===== src/rtl/bit_serializer.sv =====
// -----------------------------------------------------------------------------
// bit_serializer
//
// Parallel-to-serial transmitter. A WIDTH-bit word is accepted over a
// valid/ready handshake and shifted out MSB-first, one bit per clock. The
// final bit of each frame is flagged on ser_last, and completed frames are
// counted modulo 256.
//
// Optional feature macro: BIT_SERIALIZER_PARITY_EN
//   When defined, an even-parity bit (XOR of all data bits) is appended after
//   in_data[0]. ser_last then marks the parity bit.
//
// Parameters:
//   WIDTH     data bits per frame (2..32)
//   IDLE_BIT  level on ser_out when no frame is active
//
// Ports:
//   clk        in   rising-edge clock
//   reset_n    in   asynchronous active-low reset
//   in_valid   in   source presents a word on in_data
//   in_ready   out  word can be accepted this cycle (combinational)
//   in_data    in   word to transmit, captured on accept
//   ser_out    out  serial data (registered)
//   ser_valid  out  ser_out carries a frame bit (registered)
//   ser_last   out  ser_out is the final bit of the frame (registered)
//   frame_cnt  out  completed-frame count, wraps at 256 (registered)
// -----------------------------------------------------------------------------
module bit_serializer #(
    parameter int   WIDTH    = 10,
    parameter logic IDLE_BIT = 1'b1
) (
    input  logic             clk,
    input  logic             reset_n,
    input  logic             in_valid,
    output logic             in_ready,
    input  logic [WIDTH-1:0] in_data,
    output logic             ser_out,
    output logic             ser_valid,
    output logic             ser_last,
    output logic [7:0]       frame_cnt
);

    localparam int CW = $clog2(WIDTH);
    localparam logic [CW-1:0] LAST_IDX = CW'(WIDTH - 1);
`ifndef BIT_SERIALIZER_PARITY_EN
    localparam logic [CW-1:0] PEN_IDX  = CW'(WIDTH - 2);
`endif

    localparam logic [1:0] ST_IDLE  = 2'd0;
    localparam logic [1:0] ST_SHIFT = 2'd1;
`ifdef BIT_SERIALIZER_PARITY_EN
    localparam logic [1:0] ST_PAR   = 2'd2;
`endif

    // Even parity over a full data word.
    function automatic logic even_parity(input logic [WIDTH-1:0] d);
        return ^d;
    endfunction

    logic [1:0]       state_r,     state_s;
    logic [CW-1:0]    cnt_r,       cnt_s;
    logic [WIDTH-1:0] shreg_r,     shreg_s;
    logic             ser_out_r,   ser_out_s;
    logic             ser_valid_r, ser_valid_s;
    logic             ser_last_r,  ser_last_s;
    logic [7:0]       frame_cnt_r, frame_cnt_s;
`ifdef BIT_SERIALIZER_PARITY_EN
    logic             parity_r,    parity_s;
`endif
    logic             in_ready_s;
    logic             accept_s;

    // Ready in IDLE and during the final-bit cycle so frames can abut.
    assign in_ready_s = (state_r == ST_IDLE) || ser_last_r;
    assign accept_s   = in_valid && in_ready_s;

    // Next-state and next-output computation.
    always_comb begin
        state_s     = state_r;
        cnt_s       = cnt_r;
        shreg_s     = shreg_r;
        ser_out_s   = ser_out_r;
        ser_valid_s = ser_valid_r;
        ser_last_s  = ser_last_r;
`ifdef BIT_SERIALIZER_PARITY_EN
        parity_s    = parity_r;
`endif
        if (accept_s) begin
            // MSB goes straight to the output register; the remaining bits
            // are left-aligned in the shift register.
            state_s     = ST_SHIFT;
            cnt_s       = {CW{1'b0}};
            shreg_s     = {in_data[WIDTH-2:0], 1'b0};
            ser_out_s   = in_data[WIDTH-1];
            ser_valid_s = 1'b1;
            ser_last_s  = 1'b0;
`ifdef BIT_SERIALIZER_PARITY_EN
            parity_s    = even_parity(in_data);
`endif
        end else begin
            case (state_r)
                ST_IDLE: begin
                    ser_out_s   = IDLE_BIT;
                    ser_valid_s = 1'b0;
                    ser_last_s  = 1'b0;
                end
                ST_SHIFT: begin
                    if (cnt_r == LAST_IDX) begin
`ifdef BIT_SERIALIZER_PARITY_EN
                        state_s     = ST_PAR;
                        ser_out_s   = parity_r;
                        ser_last_s  = 1'b1;
`else
                        state_s     = ST_IDLE;
                        ser_out_s   = IDLE_BIT;
                        ser_valid_s = 1'b0;
                        ser_last_s  = 1'b0;
`endif
                    end else begin
                        cnt_s      = cnt_r + CW'(1);
                        ser_out_s  = shreg_r[WIDTH-1];
                        shreg_s    = {shreg_r[WIDTH-2:0], 1'b0};
`ifdef BIT_SERIALIZER_PARITY_EN
                        ser_last_s = 1'b0;
`else
                        ser_last_s = (cnt_r == PEN_IDX);
`endif
                    end
                end
`ifdef BIT_SERIALIZER_PARITY_EN
                ST_PAR: begin
                    state_s     = ST_IDLE;
                    ser_out_s   = IDLE_BIT;
                    ser_valid_s = 1'b0;
                    ser_last_s  = 1'b0;
                end
`endif
                default: begin
                    state_s     = ST_IDLE;
                    cnt_s       = {CW{1'b0}};
                    ser_out_s   = IDLE_BIT;
                    ser_valid_s = 1'b0;
                    ser_last_s  = 1'b0;
                end
            endcase
        end

        // A frame completes at the edge that ends its ser_last cycle.
        if (ser_last_r) begin
            frame_cnt_s = frame_cnt_r + 8'd1;
        end else begin
            frame_cnt_s = frame_cnt_r;
        end
    end

    // State and output registers.
    always_ff @(posedge clk or negedge reset_n) begin
        if (!reset_n) begin
            state_r     <= ST_IDLE;
            cnt_r       <= {CW{1'b0}};
            shreg_r     <= {WIDTH{1'b0}};
            ser_out_r   <= IDLE_BIT;
            ser_valid_r <= 1'b0;
            ser_last_r  <= 1'b0;
            frame_cnt_r <= 8'd0;
`ifdef BIT_SERIALIZER_PARITY_EN
            parity_r    <= 1'b0;
`endif
        end else begin
            state_r     <= state_s;
            cnt_r       <= cnt_s;
            shreg_r     <= shreg_s;
            ser_out_r   <= ser_out_s;
            ser_valid_r <= ser_valid_s;
            ser_last_r  <= ser_last_s;
            frame_cnt_r <= frame_cnt_s;
`ifdef BIT_SERIALIZER_PARITY_EN
            parity_r    <= parity_s;
`endif
        end
    end

    assign in_ready  = in_ready_s;
    assign ser_out   = ser_out_r;
    assign ser_valid = ser_valid_r;
    assign ser_last  = ser_last_r;
    assign frame_cnt = frame_cnt_r;

endmodule


===== config.mk =====
export PLATFORM = sky130hd
export DESIGN_NAME = bit_serializer
export DESIGN_NICKNAME = d
export VERILOG_FILES = /design/src/rtl/bit_serializer.sv
export SDC_FILE = /design/constraint.sdc
export NUM_CORES = 1
export LEC_CHECK = 0
export BUFFER_PORTS_ARGS = -buffer_cell sky130_fd_sc_hd__buf_2
export CORE_MARGIN = 4
export CORE_UTILIZATION = 50
export DETAILED_ROUTE_END_ITERATION = 12
export GPL_ROUTABILITY_DRIVEN = 0
export PLACE_DENSITY = 0.84
export REMOVE_ABC_BUFFERS = 1
export SETUP_SLACK_MARGIN = 0.02
export SYNTH_ARGS = -nofsm -noshare
export SYNTH_HDL_FRONTEND = slang
export SYNTH_SLANG_ARGS = --single-unit

===== constraint.sdc =====
create_clock -name clk -period 2.8 [get_ports clk]
set_input_delay 0 -clock clk [delete_from_list [all_inputs] [get_ports clk]]
set_output_delay 0 -clock clk [all_outputs]
set_load 0.05 [all_outputs]

# [Word level (Yosys, flattened, before mapping)]
# Index checks and enable logic that the tools add are counted.
[op_classes] n_addsub=2 n_eq_ne=7 muxes=18 n_reduce_logical=7
[ops] cell="two-way mux 10 bit" n=3
[ops] cell="two-way mux 1 bit" n=9
[ops] cell="adder 8 x 1 -> 8 bit, second input constant" n=1
[ops] cell="equality test 4 bit, second input constant" n=2
[ops] cell="two-way mux 4 bit" n=2
[ops] cell="one-hot mux 4 bit (2 select lines)" n=1
[ops] cell="!= test 3 bit, second input constant" n=2
[ops] cell="AND reduction 2 bit" n=3
[ops] cell="adder 4 x 1 -> 4 bit, second input constant" n=1
[ops] cell="two-way mux 2 bit" n=2
[ops] cell="!= test 2 bit, second input constant" n=2
[ops] cell="one-hot mux 2 bit (2 select lines)" n=1
[ops] cell="equality test 2 x 1 -> 1 bit, second input constant" n=1
[ops] cell="zero test 2 bit" n=1
[ops] cell="nonzero test 2 bit" n=1
[ops] cell="logical AND 1 bit" n=1
[ops] cell="logical OR 1 bit" n=1
[word_totals] reg_bits=27 inputBits=13 out_inout_bits=12 word_cells=41

# [Longest topological paths before layout]
# Gate-level depths: netlist (run 1).
[depth] word_depth=5 ltp_mapped=6 mapped_depth_nobuf=5

# [Worst setup path before layout (run 1)]
# Ideal clock, no wire load.
[synth_path] path_type="reg2reg" from="register ser_last_r, in the netlist ser_last" to="register ser_out_r, in the netlist ser_out" setup_ps=85 arrival_ps=1692 required_time_ps=2715 path_slack_ps=1023 stages_incl_launch_ff=6 n_path_buf=1 synth_period_minus_slack_ps=1777 path_cell_list="dfrtp_1 buf_2 nor2b_1 inv_1 nand2_1 a2bb2oi_1"
[synth_via] elab_chain_cells=3
[synth_lines] element="start: declaration" line="65" rtl="logic ser_last_r, ser_last_s;"
[synth_lines] element="start signal: assignment" line="175" rtl="ser_last_r <= ser_last_s;"
[synth_lines] element="logical OR 1 bit" line="74" rtl="assign in_ready_s = (state_r == ST_IDLE) || ser_last_r;"
[synth_lines] element="net in_ready" line="35" rtl="output logic in_ready,"
[synth_lines] element="logical AND 1 bit" line="75" rtl="assign accept_s = in_valid && in_ready_s;"
[synth_lines] element="two-way mux 1 bit" line="88" rtl="if (accept_s) begin"
[synth_lines] element="net ser_out_s" line="63" rtl="logic ser_out_r, ser_out_s;"
[synth_lines] element="end signal: assignment" line="173" rtl="ser_out_r <= ser_out_s;"
[synth_lines] element="end: declaration" line="63"
# The timed path passes the listed nets, and every way through them passes these cells.
# A chain may end at the register's enable or synchronous reset.

# [Final worst setup path (run 1)]
[layout_path] from="register state_r[0]" to="register shreg_r[2]"
[layout_via] elab_chain_cells=5 word_cells_on_any_way=8 classes_between="eq/ne (2); mux (1); reduce/logical (5)"
[layout_lines] element="start: declaration" line="60" rtl="logic [1:0] state_r, state_s;"
[layout_lines] element="start signal: assignment" line="170" rtl="state_r <= state_s;"
[layout_lines] element="zero test 2 bit" line="74"
[layout_lines] element="logical OR 1 bit" line="74"
[layout_lines] element="logical AND 1 bit" line="75"
[layout_lines] element="!= test 2 bit (no source line) or nonzero test 2 bit (tied branches)"
[layout_lines] element="AND reduction 2 bit (no source line)"
[layout_lines] element="end signal: assignment" line="161" rtl="shreg_r <= {WIDTH{1'b0}};"
[layout_lines] element="end signal: assignment" line="172" rtl="shreg_r <= shreg_s;"
[layout_lines] element="end: declaration" line="62" rtl="logic [WIDTH-1:0] shreg_r, shreg_s;"
# Several ways; a longest one is shown, not always the timed one.

==> qor.txt, run 1 <==
Die Y: 56.3 microns
WP data arrival: 2.08 ns
RSZ-0062 raised after global routing: no
Cell Pwr Density: 985 nW/um^2
Post-synth top area share: 51.4%
Total wire length: 2620 microns
Port buffer count: 24
Clock sink count: 25
Final Setup Violations: 0
First-pass GRT wire length: 4530 microns
Setup crit start kind: flop
CTS Hold Bufs: 12
Layout filler cell count: 186
Post-CTS Setup Inserts: 0
Die width: 56.3 microns
Setup TNS: 0 ns
CTS tree: yes
H-tree Lvls: 1
DRC viols: 0
Worst Tran Pin Value: 0.541 ns
Fin. Hold Viols: 0
Final period util: 67.1%
Pin count of the biggest net entering global routing: 26
DR vias: 1,034
Min Clock Period, post-route: 1.88 ns
Library cells used by synthesis: 30
Num CTS Buffers: 3
Seq cells post-synth: 25
F_max: 532 MHz
Layout Nets: 169
Most common cell in the netlist: dfrtp_1
Max-slew headroom: 63.9%
Initial core utilization: 52.8%
Row count: 17
Clock Tree Buf Depth: 2
Synth Area in Adders: 4.28%
Synth Area in XOR/XNOR: 6.00%
Leading post-synthesis cells by cell area: dfrtp_1 51%, o21ai_0 4.7%, ha_1 4.3%
Setup CP Type: reg2reg
Complex-gate fraction of the synthesized area: 13.7%
Vias in the first global route: 1,068
Average cell area after synthesis: 10.2 sq um
Core area: 2210 sq um
Total track usage: 18.3%
Avg WL per Cell: 14.6 microns
Skew final: 0.00357 ns
Gr ovfl total: 0
Post-cts sizing count: 0
Fin util: 66.0%
Max Slew Vio Count: 0
Antenna violations before repair: 0
I/O pin count: 25
Area Growth Syn to Fin: 24.8%
Simple logic cell fraction of the synthesized area: 17.6%
Peak VDD IR: 743 uV
Largest family of logic cells by synthesized area: simple AND/OR/NAND/NOR gates
Post-Syn Instances: 115
Post-route ant nets: 0
Synth warn: 0
Layout cells sized above 1: 21.2%
Worst setup EP type: flop
Post-synthesis sequential area ratio: 53.6%
ANT cells: 0
Mux cell area share after synthesis: 0.964%
Worst EP required: 3.01 ns
Max-cap violations: 0
Starting DRT DRC Count: 27
Yosys top cell by area: dfrtp_1
Static Leak: 0.698 nW
Clk root buf: clkbuf_4
Top_reg_cell synth: dfrtp_1
EDFF count, synth: 0
Initial DRT Pass Iterations: 4
Clk Latency, worst-skew pair: 0.32 ns
Die footprint: 3170 sq um
CTS clk-pin slew, worst paths: 0.13 ns
Most frequent cells after synthesis: 24 x dfrtp_1, 11 x o21ai_0, 10 x nand3_1
Mapped cell area: 1170 sq um
Crit Path Max Fanout: 13
Status: finished clean
Via density: 5.78
Ys async rst share: 100%
Min-Delay Path Class: in2reg
HPWL Detailed: 1840 microns
state kept, by name (all words and copies together), names as in the netlist:
name / cells
shreg_r: 9
frame_cnt: 8
cnt_r: 4
ser_last: 1
ser_out: 1
ser_valid: 1
state_r: 1
per-stage QoR:
step	hold slack, ns	std cells	area [sq um]	total power [W]	setup WS, ns
floorplan	-0.296	110	1150	0.00108	0.727
global placement	0.00691	163	1310	0.00123	1.30
detailed placement	0.0169	163	1310	0.00127	1.20
CTS	0.000992	179	1460	0.00144	0.947
global route	0.0302	179	1460	0.00155	0.811
finish	0.00310	179	1460	0.00144	0.922
routing by layer:
| metal | track usage, % | up-vias | part of all wire, % |
|---|---|---|---|
| li1 | - | 488 | - |
| met1 | 22.2 | 493 | 42 |
| met2 | 29.0 | 47 | 49 |
| met3 | 5.29 | 6 | 7.0 |
| met4 | 9.83 | 0 | 1.8 |
| met5 | 0 | - | 0 |
kinds of logic after synthesis:
group	Yosys count
AND/OR/NAND/NOR	39
AO/OA/AOI/OAI	27
flip-flops	25
buffers and inverters	11
XOR/XNOR	8
adder cells (fa/ha/maj)	4
multiplexers	1
worst paths after layout:
kind | depth (start not counted) | start | to | slack (ns)
setup reg to reg | 6 | state_r[0] | shreg_r[2] | 0.92
hold / removal | 3 | in_valid | ser_out | 0.003
setup / recovery | 6 | state_r[0] | shreg_r[2] | 0.92
max in group asynchronous | 2 | reset_n | ser_out | 2.26
min in group asynchronous | 2 | reset_n | frame_cnt[2] | 0.17
hold reg to reg | 1 | frame_cnt[7] | frame_cnt[7] | 0.49
final cells by class:
class	instances	area, sq um	share of cell area [%]
Tap cell	28	35.0	2.40
Multi-Input combinational cell	79	497	34.0
Clock inverter	1	7.51	0.515
Clock buffer	3	22.5	1.54
Sequential cell	25	627	43.0
Inverter	6	22.5	1.54
Timing Repair Buffer	37	248	17.0
worst max-delay path: stages, from the launching register on:
cell,delay [ns]
dfrtp_1,0.59
nor2b_1,0.18
buf_4,0.19
inv_1,0.09
nand3_1,0.08
dlygate4sd3_1,0.55
o211ai_1,0.08
cells in the final DEF (no fill, tap or decap), types with 5 or more instances in the layout:
cell	instances
nand2_1	5
nand3_1	10
nor3_1	8
dfrtp_1	24
dlygate4sd3_1	12
buf_2	24
nand4_1	5
inv_1	5
a31oi_1	7
o21ai_0	11
where the power goes:
part | total (W) | internal (W) | switching (W)
clock network | 0.000162 | 0.0000547 | 0.000107
logic | 0.000647 | 0.000225 | 0.000423
registers | 0.000628 | 0.000499 | 0.000128
total | 0.00144 | 0.000779 | 0.000658
Note: power is estimated with default switching activity, not from simulation.
==> run 2, diff against run 1 <==
ABC_AREA = 1   (was default)
clock period = 1.8 ns   (was 2.8 ns; I/O delays follow)
==> qor.txt, run 2 <==
Status: finished clean
Setup CP Type: reg2reg
DR vias: 998
Static Leak: 0.793 nW
Internal power: 0.00117 W
F_max: 709 MHz
Most frequent cells in the layout: 31 x nand2_1, 24 x dfrtp_1, 24 x buf_2
Net switching fraction of the power: 47.0%
EDFF count, synth: 0
Pin count of the biggest net entering global routing: 26
Gr ovfl total: 0
Setup crit start kind: flop
Die width: 58 microns
Top_reg_cell synth: dfrtp_1
Average cell area after synthesis: 9.26 sq um
Critical path cell sequence: inv_1 -> ha_1 -> nand3_4 -> nand2_4 -> nor2_1 -> nand2_1 -> nand2_1
Num CTS Buffers: 3
Total wire length: 2470 microns
Worst EP required: 2.00 ns
Hold slack: 0.118 ns
DRC viols: 0
Synth warn: 0
Die footprint: 3360 sq um
Power share of the clock group: 10.6%
Skew final: 0.00562 ns
Die Y: 58 microns
Post-Syn Instances: 135
Layout cells sized above 1: 26.7%
Layout filler cell count: 192
Post-CTS Setup Inserts: 0
Most common cell after layout, fill and taps aside: nand2_1
Mapped cell area: 1250 sq um
Seq cells post-synth: 25
Switch Pwr: 0.00104 W
HPWL Detailed: 1800 microns
Yosys top cell by area: dfrtp_1
Starting DRT DRC Count: 29
Slowest cell on the critical path: dfrtp_1
Max-cap violations: 0
Post-synthesis sequential area ratio: 50.2%
WP data arrival: 1.61 ns
Sequential Power Share: 42.4%
Post-route setup slack: 0.389 ns
Fin. Hold Viols: 0
Area Growth Syn to Fin: 21.9%
Via density: 4.99
Core area: 2300 sq um
CP delay by family, top: simple AND/OR/NAND/NOR gates
Clock sink count: 25
Top cell by count, worst path: nand2_1
RSZ-0062 raised after global routing: no
Post-synth top area share: 48.0%
Peak VDD IR: 1110 uV
Min-Delay Path Class: in2reg
Row count: 17
Worst setup EP type: flop
Cell Pwr Density: 1450 nW/um^2
Library cells used by synthesis: 19
Clk root buf: clkbuf_4
Most common cell in the netlist: nand2_1
Comb pwr share: 47.0%
Clock Tree Buf Depth: 2
Largest Register: shreg_r
Port buffer count: 24
Crit path largest cell delay: 0.45 ns
Ys async rst share: 100%
Worst Tran Pin Value: 0.542 ns
Antenna violations before repair: 0
Max-slew headroom: 63.9%
Vias in the first global route: 993
Crit Path Max Fanout: 15
ANT cells: 0
I/O pin count: 25
Post-placement worst setup slack: 0.411 ns
Final period util: 78.4%
Avg WL per Cell: 12.3 microns
Max Slew Vio Count: 0
Fin util: 66.3%
Final Setup Violations: 0
Clk Latency, worst-skew pair: 0.31 ns
Total track usage: 16.4%
Buf+Inv Stages, Crit Path: 1
Most frequent cells after synthesis: 31 x nand2_1, 24 x dfrtp_1, 19 x nand3_1
Max reg flops: 9
Leading post-synthesis cells by cell area: dfrtp_1 48%, nand2_1 9.3%, nand3_1 7.6%
Post-route ant nets: 0
Initial DRT Pass Iterations: 4
CTS tree: yes
CTS clk-pin slew, worst paths: 0.12 ns
Layout Nets: 190
Min Clock Period, post-route: 1.41 ns
Initial core utilization: 54.4%
First-pass GRT wire length: 4310 microns
H-tree Lvls: 1
[run 2: cell types whose count changed in the layout (fill, tap and decap cells not counted), moves of 3 or more]
cell / change
a21oi_1: -4
inv_1: +5
inv_2: +4
nand3_2: +7
o21ai_0: -11
nand2_1: +26
nor3_1: -8
nand4_1: +6
a31oi_1: -7
nand3_1: +9
o21ai_1: +3
[run 2: final timing paths]
check	startpoint	endpoint	slack [ns]	cells past startpoint
hold / removal	in_valid	ser_valid	0.12	3
hold reg to reg	ser_valid	ser_valid	0.49	2
setup reg to reg	cnt_r[1]	ser_valid	0.39	7
setup / recovery	cnt_r[1]	ser_valid	0.39	7
max in group asynchronous	reset_n	ser_out	1.24	2
min in group asynchronous	reset_n	ser_last	0.19	2
[run 2: metal layers]
layer,share of wire [%],global-route usage (%),up-vias
li1,-,-,518
met2,49,27.4,24
met4,0.32,5.63,0
met3,5.0,2.90,2
met5,0,0,-
met1,45,21.2,454
[run 2: repair_timing]
item / 4_1_cts / 5_1_grt
resized for setup: 0 / 0
hold endpoints to repair: 34 / 0
hold buffers: 11 / 0
[run 2: final cells by class]
cell class,count,area (sq um),share of cell area [%]
sequential,25,627,41.1
multi-input combinational,92,538,35.3
timing repair buffer,37,245,16.1
inverter,14,52.6,3.45
tap,28,35.0,2.30
clock buffer,4,26.3,1.72
[run 2: kinds of logic (layout without fill, tap and decap cells)]
kind of cell / Yosys count / count (layout) / share of synthesized area [%]
XOR/XNOR: 6 / 6 / 4.20
AO/OA/AOI/OAI: 3 / 3 / 1.20
AND/OR/NAND/NOR: 79 / 79 / 33.6
adder cells (fa/ha/maj): 4 / 4 / 4.00
flip-flops: 25 / 25 / 50.2
buffers and inverters: 18 / 55 / 6.81
[run 2: metrics by stage]
step / TNS, ns / total power, W / std cells / area, sq um
CTS: 0 / 0.00224 / 200 / 1520
detailed placement: 0 / 0.00198 / 185 / 1390
finish: 0 / 0.00221 / 200 / 1520
floorplan: -0.0858 / 0.00170 / 131 / 1220
global placement: 0 / 0.00192 / 185 / 1390
global route: 0 / 0.00240 / 200 / 1520
[run 2: power by group through the flow]
stage	registers (W)	clock network, W	logic (W)
finish	0.000937	0.000235	0.00104
global route	0.000961	0.000282	0.00116
CTS	0.000938	0.000257	0.00105
detailed placement	0.000949	0	0.00103
global placement	0.000930	0	0.000992
floorplan	0.00115	0	0.000552
[run 2: tightest hold or removal path: stages]
cell and delay, ns:
buf_2 0.09, nand2_2 0.19, nand2_1 0.13
==> run 3, diff against run 2 <==
clock period = 1.3 ns   (was 1.8 ns; I/O delays follow)
==> qor.txt, run 3 (synthesis results as in run 2) <==
R2R cell count: 6
CP delay by family, top: flip-flops
Row count: 17
Die width: 58 microns
Worst EP required: 1.52 ns
Max Slew Vio Count: 0
Static Leak: 0.831 nW
Port buffer count: 24
Final Non-Filler Cells: 206
RR Startpoint: cnt_r[1]
Hold slack: 0.0552 ns
Final Setup Violations: 0
Max reg flops: 9
Crit path largest cell delay: 0.41 ns
Vias in the first global route: 1,049
Initial core utilization: 54.4%
Total wire length: 2700 microns
Avg WL per Cell: 13.1 microns
Clock Tree Buf Depth: 2
Min Clock Period, post-route: 1.24 ns
Num CTS Buffers: 3
R2R Setup Slk: 0.06 ns
Clk root buf: clkbuf_4
Core area: 2300 sq um
Antenna violations before repair: 0
Area Growth Syn to Fin: 28.4%
Max-slew headroom: 63.8%
Post-route ant nets: 0
Worst Tran Pin Value: 0.542 ns
DP Cell Count: 190
RSZ-0062 raised after global routing: no
Dpl cell area: 1430 sq um
Worst setup EP type: flop
Total track usage: 16.6%
DR vias: 1,080
Post-route setup slack: 0.0567 ns
Most common cell after layout, fill and taps aside: nand2_1
CTS clk-pin slew, worst paths: 0.13 ns
Post-placement worst setup slack: 0.0687 ns
Setup CP Type: reg2reg
Design area: 1610 sq um
Starting DRT DRC Count: 30
DRC viols: 0
Die Y: 58 microns
Layout Nets: 196
Initial DRT Pass Iterations: 4
Skew final: 0.00424 ns
CTS tree: yes
Clk Latency, worst-skew pair: 0.32 ns
Post-CTS Setup Inserts: 0
Clock sink count: 25
First-pass GRT wire length: 4430 microns
Most frequent cells in the layout: 31 x nand2_1, 24 x dfrtp_1, 24 x buf_2
H-tree Lvls: 1
Layout cells sized above 1: 31.5%
F_max: 804 MHz
Hold Path End: ser_valid
Max-cap violations: 0
Gr ovfl total: 0
Fin. Hold Viols: 0
Hold Crit Start: in_valid
Cell Pwr Density: 2050 nW/um^2
HPWL Detailed: 1820 microns
Worst Hold Path Cells: 3
Status: finished clean
WP data arrival: 1.46 ns
Via density: 5.24
Peak VDD IR: 1520 uV
Min-Delay Path Class: in2reg
Setup crit start kind: flop
R2r endpoint: shreg_r[7]
Pin count of the biggest net entering global routing: 26
Setup TNS: 0 ns
I/O pin count: 25
Die footprint: 3360 sq um
Slowest cell on the critical path: dfrtp_1
Final period util: 95.6%
ANT cells: 0
Buf+Inv Stages, Crit Path: 2
Crit Path Max Fanout: 8
Largest Register: shreg_r
Critical path cell sequence: inv_2 -> ha_4 -> nand3_4 -> buf_6 -> nand4_1 -> nand3_1
## run 3: cell count changes in the layout (fill, tap and decap cells not counted)
cell	before	now
buf_6	0	1
nand3_2	7	8
nor2_2	1	2
nand3_1	19	18
ha_1	4	3
ha_4	0	1
nor2_1	6	5
inv_2	4	5
inv_1	10	9
nand2_8	0	1
buf_4	2	6
## run 3: worst register-to-register path: cells and delay by family (launching register included)
kind,cells,cell delay (ns)
adders and majority gates,1,0.13
buffers and inverters,2,0.26
DFF,1,0.41
and+or+nand+nor,3,0.33
## run 3: power by group
part	internal, W	switching, W	total (W)
clock network	0.000120	0.000226	0.000347
logic	0.000547	0.00112	0.00166
registers	0.00105	0.000221	0.00127
## run 3: layout make-up
cell class | count | area (sq um)
fill | 177 | 692
multi-input combinational | 93 | 578
tap | 28 | 35.0
inverter | 14 | 52.6
clock buffer | 4 | 26.3
sequential | 25 | 627
timing repair buffer | 42 | 287
## run 3: worst max-delay path by stage
stage / from / to / slack, ns / cells after the start
after global routing: cnt_r[1] / shreg_r[7] / 0.002 / 6
after CTS: cnt_r[1] / ser_valid / 0.05 / 7
after global placement: cnt_r[1] / ser_valid / 0.13 / 7
final: cnt_r[1] / shreg_r[7] / 0.06 / 6
after detailed placement: cnt_r[1] / ser_valid / 0.07 / 7
after floorplan: ser_last / ser_valid / -0.56 / 7
## run 3: repair_timing
| item | in CTS | in global routing |
|---|---|---|
| resized for setup | 0 | 7 |
| setup endpoints to repair | 0 | 14 |
| hold buffers | 11 | 0 |
| endpoints found under the hold margin | 34 | 0 |
## run 3: routing by layer
layer	share of wire (%)	global-route usage (%)	up-vias
met1	42	22.1	496
met2	48	27.6	45
met4	1.8	6.29	0
li1	-	-	532
met3	7.3	2.00	7
met5	0	0	-
## run 3: stage by stage
stage	util (%)	power [W]
2_1_floorplan	-	0.00235
3_3_place_gp	62.0	0.00273
3_5_place_dp	62.0	0.00282
4_1_cts	68.0	0.00319
5_1_grt	69.9	0.00350
6_report	69.9	0.00328
